File: src/rtl/data_mem_arbiter_pkg.sv
// ---------------------------------------------------------------------------
// data_mem_arbiter_pkg
// Shared definitions for the two-port DataMemory arbiter:
//   - arb_state_e : FSM state encoding (IDLE, ISSUE, WAIT, RESP)
//   - PORT0/PORT1 : requester index constants used by the pick logic
//   - RD_LATENCY_MIN/RD_LATENCY_MAX and the wait-counter width that covers them
//   - clampLatency: folds an out-of-range read latency into the legal range
// No ports; imported by data_mem_arbiter and data_mem_arb_pick.
// ---------------------------------------------------------------------------
package data_mem_arbiter_pkg;

    typedef enum logic [1:0] {
        IDLE  = 2'd0,
        ISSUE = 2'd1,
        WAIT  = 2'd2,
        RESP  = 2'd3
    } arb_state_e;

    localparam logic PORT0 = 1'b0;
    localparam logic PORT1 = 1'b1;

    localparam int RD_LATENCY_MIN = 1;
    localparam int RD_LATENCY_MAX = 7;
    localparam int LAT_CNT_W      = 3;

    // A latency outside 1..7 cannot be counted by the 3-bit wait counter,
    // so it is pinned to the nearest legal value instead.
    function automatic int clampLatency(input int lat);
        if (lat < RD_LATENCY_MIN) begin
            return RD_LATENCY_MIN;
        end
        if (lat > RD_LATENCY_MAX) begin
            return RD_LATENCY_MAX;
        end
        return lat;
    endfunction

endpackage

File: src/rtl/data_mem_arb_pick.sv
// ---------------------------------------------------------------------------
// data_mem_arb_pick
// Winner selection between requester 0 and requester 1.
// Macro DATA_MEM_ARB_ROUND_ROBIN_EN:
//   defined   - on a tie the port that did not win last is picked; the
//               last-winner pointer is updated on every grant and resets to
//               PORT1 so that port 0 wins the first tie.
//   undefined - fixed priority, port 0 wins every tie; no pointer state and
//               no clock/reset ports.
// Ports:
//   clk_i, reset_i   clock and synchronous active-high reset (round-robin only)
//   upd_i            a grant is being issued this cycle (round-robin only)
//   upd_idx_i        index of the port being granted (round-robin only)
//   req0_i, req1_i   requests from port 0 / port 1
//   pick_o           selected port index (meaningful when any request is high)
// ---------------------------------------------------------------------------
module data_mem_arb_pick
    import data_mem_arbiter_pkg::*;
(
`ifdef DATA_MEM_ARB_ROUND_ROBIN_EN
    input  logic clk_i,
    input  logic reset_i,
    input  logic upd_i,
    input  logic upd_idx_i,
`endif
    input  logic req0_i,
    input  logic req1_i,
    output logic pick_o
);

`ifdef DATA_MEM_ARB_ROUND_ROBIN_EN
    logic lastWin_q;

    // Remember which port was granted most recently so a tie can go the
    // other way next time.
    always_ff @(posedge clk_i) begin
        if (reset_i) begin
            lastWin_q <= PORT1;
        end else if (upd_i) begin
            lastWin_q <= upd_idx_i;
        end
    end

    // A lone requester always wins; a tie goes to the port that lost last.
    always_comb begin
        pick_o = PORT0;
        if (req0_i && req1_i) begin
            pick_o = ~lastWin_q;
        end else if (req1_i) begin
            pick_o = PORT1;
        end
    end
`else
    // Fixed priority: port 1 is only chosen when port 0 is not asking.
    always_comb begin
        pick_o = PORT0;
        if (!req0_i && req1_i) begin
            pick_o = PORT1;
        end
    end
`endif

endmodule

File: src/rtl/data_mem_arbiter.sv
// ---------------------------------------------------------------------------
// data_mem_arbiter
// Two-requester arbiter in front of a single DataMemory. Exactly one command
// is in flight at a time: IDLE picks and latches a request, ISSUE drives the
// memory strobe and grant for one cycle, WAIT counts RD_LATENCY cycles and
// captures R_DATA, RESP pulses the read-valid of the winning port.
// Tie-breaking is selected by macro DATA_MEM_ARB_ROUND_ROBIN_EN (see
// data_mem_arb_pick); the default build uses fixed priority to port 0.
// Parameters: ADDR_W, DATA_W, RD_LATENCY (1..7).
// Ports:
//   clk_i, reset_i                 clock, synchronous active-high reset
//   req0_i/req1_i, we0_i/we1_i     request and write-enable per port
//   addr0_i/addr1_i, wdata0_i/wdata1_i  address and write data per port
//   gnt0_o/gnt1_o                  one-cycle command-issued pulse
//   rvalid0_o/rvalid1_o            one-cycle read-data-valid pulse
//   rdata0_o/rdata1_o              last read data returned to each port
//   mrd_o, mwrt_o, addr_o, w_data_o, r_data_i  DataMemory interface
// ---------------------------------------------------------------------------
module data_mem_arbiter
    import data_mem_arbiter_pkg::*;
#(
    parameter int ADDR_W     = 32,
    parameter int DATA_W     = 32,
    parameter int RD_LATENCY = 1
) (
    input  logic              clk_i,
    input  logic              reset_i,
    input  logic              req0_i,
    input  logic              req1_i,
    input  logic              we0_i,
    input  logic              we1_i,
    input  logic [ADDR_W-1:0] addr0_i,
    input  logic [ADDR_W-1:0] addr1_i,
    input  logic [DATA_W-1:0] wdata0_i,
    input  logic [DATA_W-1:0] wdata1_i,
    output logic              gnt0_o,
    output logic              gnt1_o,
    output logic              rvalid0_o,
    output logic              rvalid1_o,
    output logic [DATA_W-1:0] rdata0_o,
    output logic [DATA_W-1:0] rdata1_o,
    output logic              mrd_o,
    output logic              mwrt_o,
    output logic [ADDR_W-1:0] addr_o,
    output logic [DATA_W-1:0] w_data_o,
    input  logic [DATA_W-1:0] r_data_i
);

    localparam int                   LAT     = clampLatency(RD_LATENCY);
    localparam logic [LAT_CNT_W-1:0] LAT_CNT = LAT_CNT_W'(LAT);

    arb_state_e           state_q, state_d;
    logic                 win_q, win_d;
    logic                 we_q, we_d;
    logic [ADDR_W-1:0]    addr_q, addr_d;
    logic [DATA_W-1:0]    wdata_q, wdata_d;
    logic [LAT_CNT_W-1:0] cnt_q, cnt_d;
    logic [DATA_W-1:0]    rdata0_q, rdata0_d;
    logic [DATA_W-1:0]    rdata1_q, rdata1_d;
    logic                 pick;

    data_mem_arb_pick u_pick (
`ifdef DATA_MEM_ARB_ROUND_ROBIN_EN
        .clk_i     (clk_i),
        .reset_i   (reset_i),
        .upd_i     (gnt0_o | gnt1_o),
        .upd_idx_i (win_q),
`endif
        .req0_i    (req0_i),
        .req1_i    (req1_i),
        .pick_o    (pick)
    );

    // State and latched command registers. Reset drops any access in
    // progress and clears the per-port read data.
    always_ff @(posedge clk_i) begin
        if (reset_i) begin
            state_q  <= IDLE;
            win_q    <= PORT0;
            we_q     <= 1'b0;
            addr_q   <= '0;
            wdata_q  <= '0;
            cnt_q    <= '0;
            rdata0_q <= '0;
            rdata1_q <= '0;
        end else begin
            state_q  <= state_d;
            win_q    <= win_d;
            we_q     <= we_d;
            addr_q   <= addr_d;
            wdata_q  <= wdata_d;
            cnt_q    <= cnt_d;
            rdata0_q <= rdata0_d;
            rdata1_q <= rdata1_d;
        end
    end

    // Next-state and output decode. Strobes, grants and read-valids are
    // forced low while reset is high so that an aborted access produces no
    // pulse even in the cycle reset is first seen.
    always_comb begin
        state_d   = state_q;
        win_d     = win_q;
        we_d      = we_q;
        addr_d    = addr_q;
        wdata_d   = wdata_q;
        cnt_d     = cnt_q;
        rdata0_d  = rdata0_q;
        rdata1_d  = rdata1_q;
        gnt0_o    = 1'b0;
        gnt1_o    = 1'b0;
        rvalid0_o = 1'b0;
        rvalid1_o = 1'b0;
        mrd_o     = 1'b0;
        mwrt_o    = 1'b0;
        addr_o    = '0;
        w_data_o  = '0;

        case (state_q)
            IDLE: begin
                if (req0_i || req1_i) begin
                    win_d = pick;
                    if (pick == PORT1) begin
                        we_d    = we1_i;
                        addr_d  = addr1_i;
                        wdata_d = wdata1_i;
                    end else begin
                        we_d    = we0_i;
                        addr_d  = addr0_i;
                        wdata_d = wdata0_i;
                    end
                    state_d = ISSUE;
                end
            end
            ISSUE: begin
                mrd_o    = ~we_q;
                mwrt_o   = we_q;
                addr_o   = addr_q;
                w_data_o = wdata_q;
                gnt0_o   = (win_q == PORT0);
                gnt1_o   = (win_q == PORT1);
                cnt_d    = LAT_CNT_W'(1);
                state_d  = we_q ? IDLE : WAIT;
            end
            WAIT: begin
                if (cnt_q == LAT_CNT) begin
                    if (win_q == PORT1) begin
                        rdata1_d = r_data_i;
                    end else begin
                        rdata0_d = r_data_i;
                    end
                    state_d = RESP;
                end else begin
                    cnt_d = cnt_q + 1'b1;
                end
            end
            RESP: begin
                rvalid0_o = (win_q == PORT0);
                rvalid1_o = (win_q == PORT1);
                state_d   = IDLE;
            end
            default: begin
                state_d = IDLE;
            end
        endcase

        if (reset_i) begin
            gnt0_o    = 1'b0;
            gnt1_o    = 1'b0;
            rvalid0_o = 1'b0;
            rvalid1_o = 1'b0;
            mrd_o     = 1'b0;
            mwrt_o    = 1'b0;
            addr_o    = '0;
            w_data_o  = '0;
        end
    end

    assign rdata0_o = rdata0_q;
    assign rdata1_o = rdata1_q;

endmodule

File: config.mk
export PLATFORM = sky130hd
export DESIGN_NAME = data_mem_arbiter
export DESIGN_NICKNAME = d
export VERILOG_FILES = /design/src/rtl/data_mem_arbiter_pkg.sv /design/src/rtl/data_mem_arb_pick.sv /design/src/rtl/data_mem_arbiter.sv
export SDC_FILE = /design/constraint.sdc
export NUM_CORES = 1
export LEC_CHECK = 0
export CAP_MARGIN = 20
export CORE_MARGIN = 3
export CORE_UTILIZATION = 45
export DETAILED_ROUTE_END_ITERATION = 12
export PLACE_DENSITY = 0.9
export SLEW_MARGIN = 20
export SYNTH_ARGS = -nofsm -noshare
export SYNTH_HDL_FRONTEND = slang
export SYNTH_SLANG_ARGS = --single-unit
File: constraint.sdc
create_clock -name clk_i -period 4.4 [get_ports clk_i]
set_input_delay 0.44 -clock clk_i [delete_from_list [all_inputs] [get_ports clk_i]]
set_output_delay 0.44 -clock clk_i [all_outputs]
set_load 0.03 [all_outputs]
==> reports/results.txt <==
The maximum ir drop on the vdd rail was 0.000245 V. The launch point of the worst hold path was rdata0_o[27]$_SDFFE_PP0P_. The filler cells instantiated in the layout total 981. The run gives 0 as the number of max-cap violations. The critical path start-end classification is reg -> out. The cell chosen for the clock root was sky130_fd_sc_hd__clkbuf_16. STA classifies the critical path endpoint as a primary output. The count of buffers added on input and output ports is 299.

STA classifies the critical path startpoint as a register. The utilization after layout is 73.4%, and the wire length per cell after detailed routing is 17.4 um. In this run the static leakage power is 3.85 nW.

Between clock sinks in the finished design, the worst skew comes to 7.64 ps. The critical path goes through and2b_1, and2b_2, and2_1, clkdlybuf4s50_1. Of the post-synthesis cell area, the dominant cell type holds 42.2%. The power density over the cells works out to 365 nW/um2. The logs give 901 for the post-synthesis net count and 17 for the total clock buffers created by CTS.

The effective utilization at floorplan is 47.2%, and the average footprint of a synthesized cell is 8.74 um2. The tools report the largest net degree at the start of global routing as 103. The run gives 420 ps as the clock latency at the later pin of the worst-skew pair.

Data on the critical path is required at its endpoint by 3960 ps. Among all stages on the critical path, the largest delay is contributed by sky130_fd_sc_hd__and2b_2. Of all nets on the critical path, the largest fanout is 68. In the routed design, unresolved DRC markers number 0. The detailed placement HPWL was 13700 um; the CTS H-tree depth was 4. Counting along the longest clock path gives a buffer depth of 2. The first global-routing pass estimated 31700 um of wire. The number of antenna violations at the first check in global routing was 0; the total global routing overflow was 0.

The count of antenna-violating nets left after detailed routing is 0. Floorplan die height: 125 um. For this run, the detailed router's first-pass iteration total came to 5. The run gives 28.3% as the tightest slew margin relative to the limit.

The synthesized design contains 135 register bits. The run gives 300 as the I/O pin total. In this design, the stage delay of the slowest critical-path cell is 780 ps.

The routed design could run at a clock period as short as 3370 ps. The core region is 13600 um2. In the post-synthesis netlist, the biggest area contributors are sky130_fd_sc_hd__dfxtp_1 (42%), sky130_fd_sc_hd__mux2i_1 (10%), sky130_fd_sc_hd__nand2b_1 (9.6%). The tools report the area used by sequential logic in the layout as 2700 um2. Most common library cell in the layout ignoring fill and taps: sky130_fd_sc_hd__clkdlybuf4s50_1.

The worst path uses 76.6% of the clock period. For the register-to-register path setup slack, the log shows 2080 ps. For the via count, the log shows 6273. The tree built by TritonCTS fans out to 135 sinks.

The run gives 6400 um2 as the summed instance area of the synthesized netlist. The floorplan has 42 rows. Yosys printed 0 warnings. The sequential cell area fraction in the yosys report was 42.2%. The number of antenna repair diodes is 0, and the count of unique library cells instantiated by Yosys is 32. In this run the critical register-to-register path is captured at rdata0_o[16]$_SDFFE_PP0P_. The tools report the number of nets in the layout as 1157. Count of final hold-check violations: 0. The logs give 0.297 GHz for the top achievable clock speed and 394 for the count of routing violations after the opening detailed-route iteration. The number of placed cells counting well taps is 1146, and the number of endpoints failing setup at the final stage is 0. The tightest min-delay check is of the reg -> reg type. Worst reg2reg path depth: 4.

TritonCTS built the clock tree. The area of the multi-input gates was 3330 um2; the final max-slew violation count was 0. STA puts the critical path data arrival time at 2930 ps. Setup total negative slack on the finished layout was measured at 0 ps. The synthesized instance count is 733.

The run gives 1177 as the final instance count without filler cells. The run gives 20500 um as the total detailed-routing wirelength. The share of cells above drive strength 1 is 4.80%. The flow ran to the end, and the final reports show no timing, DRC or antenna violations.

The die is 125 um wide. The post-CTS setup repair buffer count is 0. Setup repair after global routing left no endpoint under its margin. The area added between synthesis and finish is 55.5%, and the number of vias per cell after detailed routing is 5.33.

In the layout the commonest cells are sky130_fd_sc_hd__clkdlybuf4s50_1 (298), sky130_fd_sc_hd__dfxtp_1 (135), sky130_fd_sc_hd__nand2_1 (130). Cell type with the largest total area after synthesis: sky130_fd_sc_hd__dfxtp_1. The post-cts hold buffer count is 0. The via count of the first global-routing pass was 6116; the overall routing resource usage was 24.9%.

Placer congestion estimate: 0.806. The path with the worst hold slack has its endpoint at rdata0_o[27]$_SDFFE_PP0P_. The worst hold path was traced through 2 stages. The register clock-pin slew on the reported worst setup and hold paths works out to 60 ps. The transition time at the pin with the least slew margin is 1080 ps. The logs give 0 for the post-cts repair resize count and 15700 um2 for the total die area.
sequential cells by signal (all words and copies together) (netlist names), named ones only:
| signal | flops |
|---|---|
| wdata_q | 32 |
| state_q | 1 |
| win_q | 1 |
| addr_q | 32 |
| rdata0_o | 32 |
| rdata1_o | 32 |
| we_q | 1 |
| cnt_q | 3 |
cells in the mapped netlist, drive strengths merged:
library cell,instances
mux2i,64
nor4bb,1
clkbuf,36
a311oi,66
and2b,2
nor3,1
and2,68
nand2b,98
a2bb2oi,1
dfxtp,135
ha,2
a21oi,68
o21ai,1
nand2,130
or2,3
o21bai,1
o32ai,1
inv,3
nor2b,6
nand4bb,1
o211ai,1
nor2,5
o21a,1
and3,2
a211oi,2
buf,34
per-layer routing:
metal | share of wire [%] | global-route usage [%] | vias to the layer above
li1 | - | - | 3021
met1 | 40 | 29.5 | 2906
met2 | 49 | 41.9 | 305
met3 | 8.7 | 8.40 | 41
met4 | 2.6 | 9.25 | 0
met5 | 0 | 0 | -
cells by family after synthesis:
group	Yosys count	synth area share, %
fa+ha+maj	2	0.391
flops	135	42.2
mux	64	10.0
simple gates	317	25.9
compound gates	142	15.3
buf+inv	73	6.19
critical path, delay by kind of cell, from the launching register on:
family                 cells  cell delay [ps]
and+or+nand+nor            3             1260
buffers and inverters      1              680
DFF                        1              530
stage by stage:
step	hold slack, ps	total power, mW	cell area [um2]	setup slack [ps]
after floorplan	488	1.81	6400	2480
after global placement	457	2.07	9310	1160
after detailed placement	460	2.09	9310	1130
after CTS	476	3.64	9950	1020
after global routing	489	3.76	9950	870
final	472	3.63	9950	1030
worst max-delay path by stage:
stage / startpoint / endpoint / depth (start not counted)
after CTS: state_q[0]$_SDFFE_PP0P_ / w_data_o[19] / 4
after global routing: state_q[0]$_SDFFE_PP0P_ / w_data_o[20] / 4
final: state_q[0]$_SDFFE_PP0P_ / w_data_o[19] / 4
after global placement: reset_i / addr_o[18] / 5
after floorplan: reset_i / addr_o[11] / 5
after detailed placement: reset_i / w_data_o[19] / 5
area by class of cell:
type	instances	share of cell area [%]
sequential	135	27.1
multi-input combinational	525	33.4
inverter	3	0.113
clock inverter	12	2.01
clock buffer	19	4.45
timing repair buffer	307	30.6
tap	176	2.21
report_power, final:
part	total (mW)	internal (mW)	switching, mW
registers	1.40	1.33	0.0701
clock network	1.56	1.02	0.546
logic	0.669	0.331	0.338
total	3.63	2.68	0.954
No activity file was read; power rests on OpenSTA's default activity.
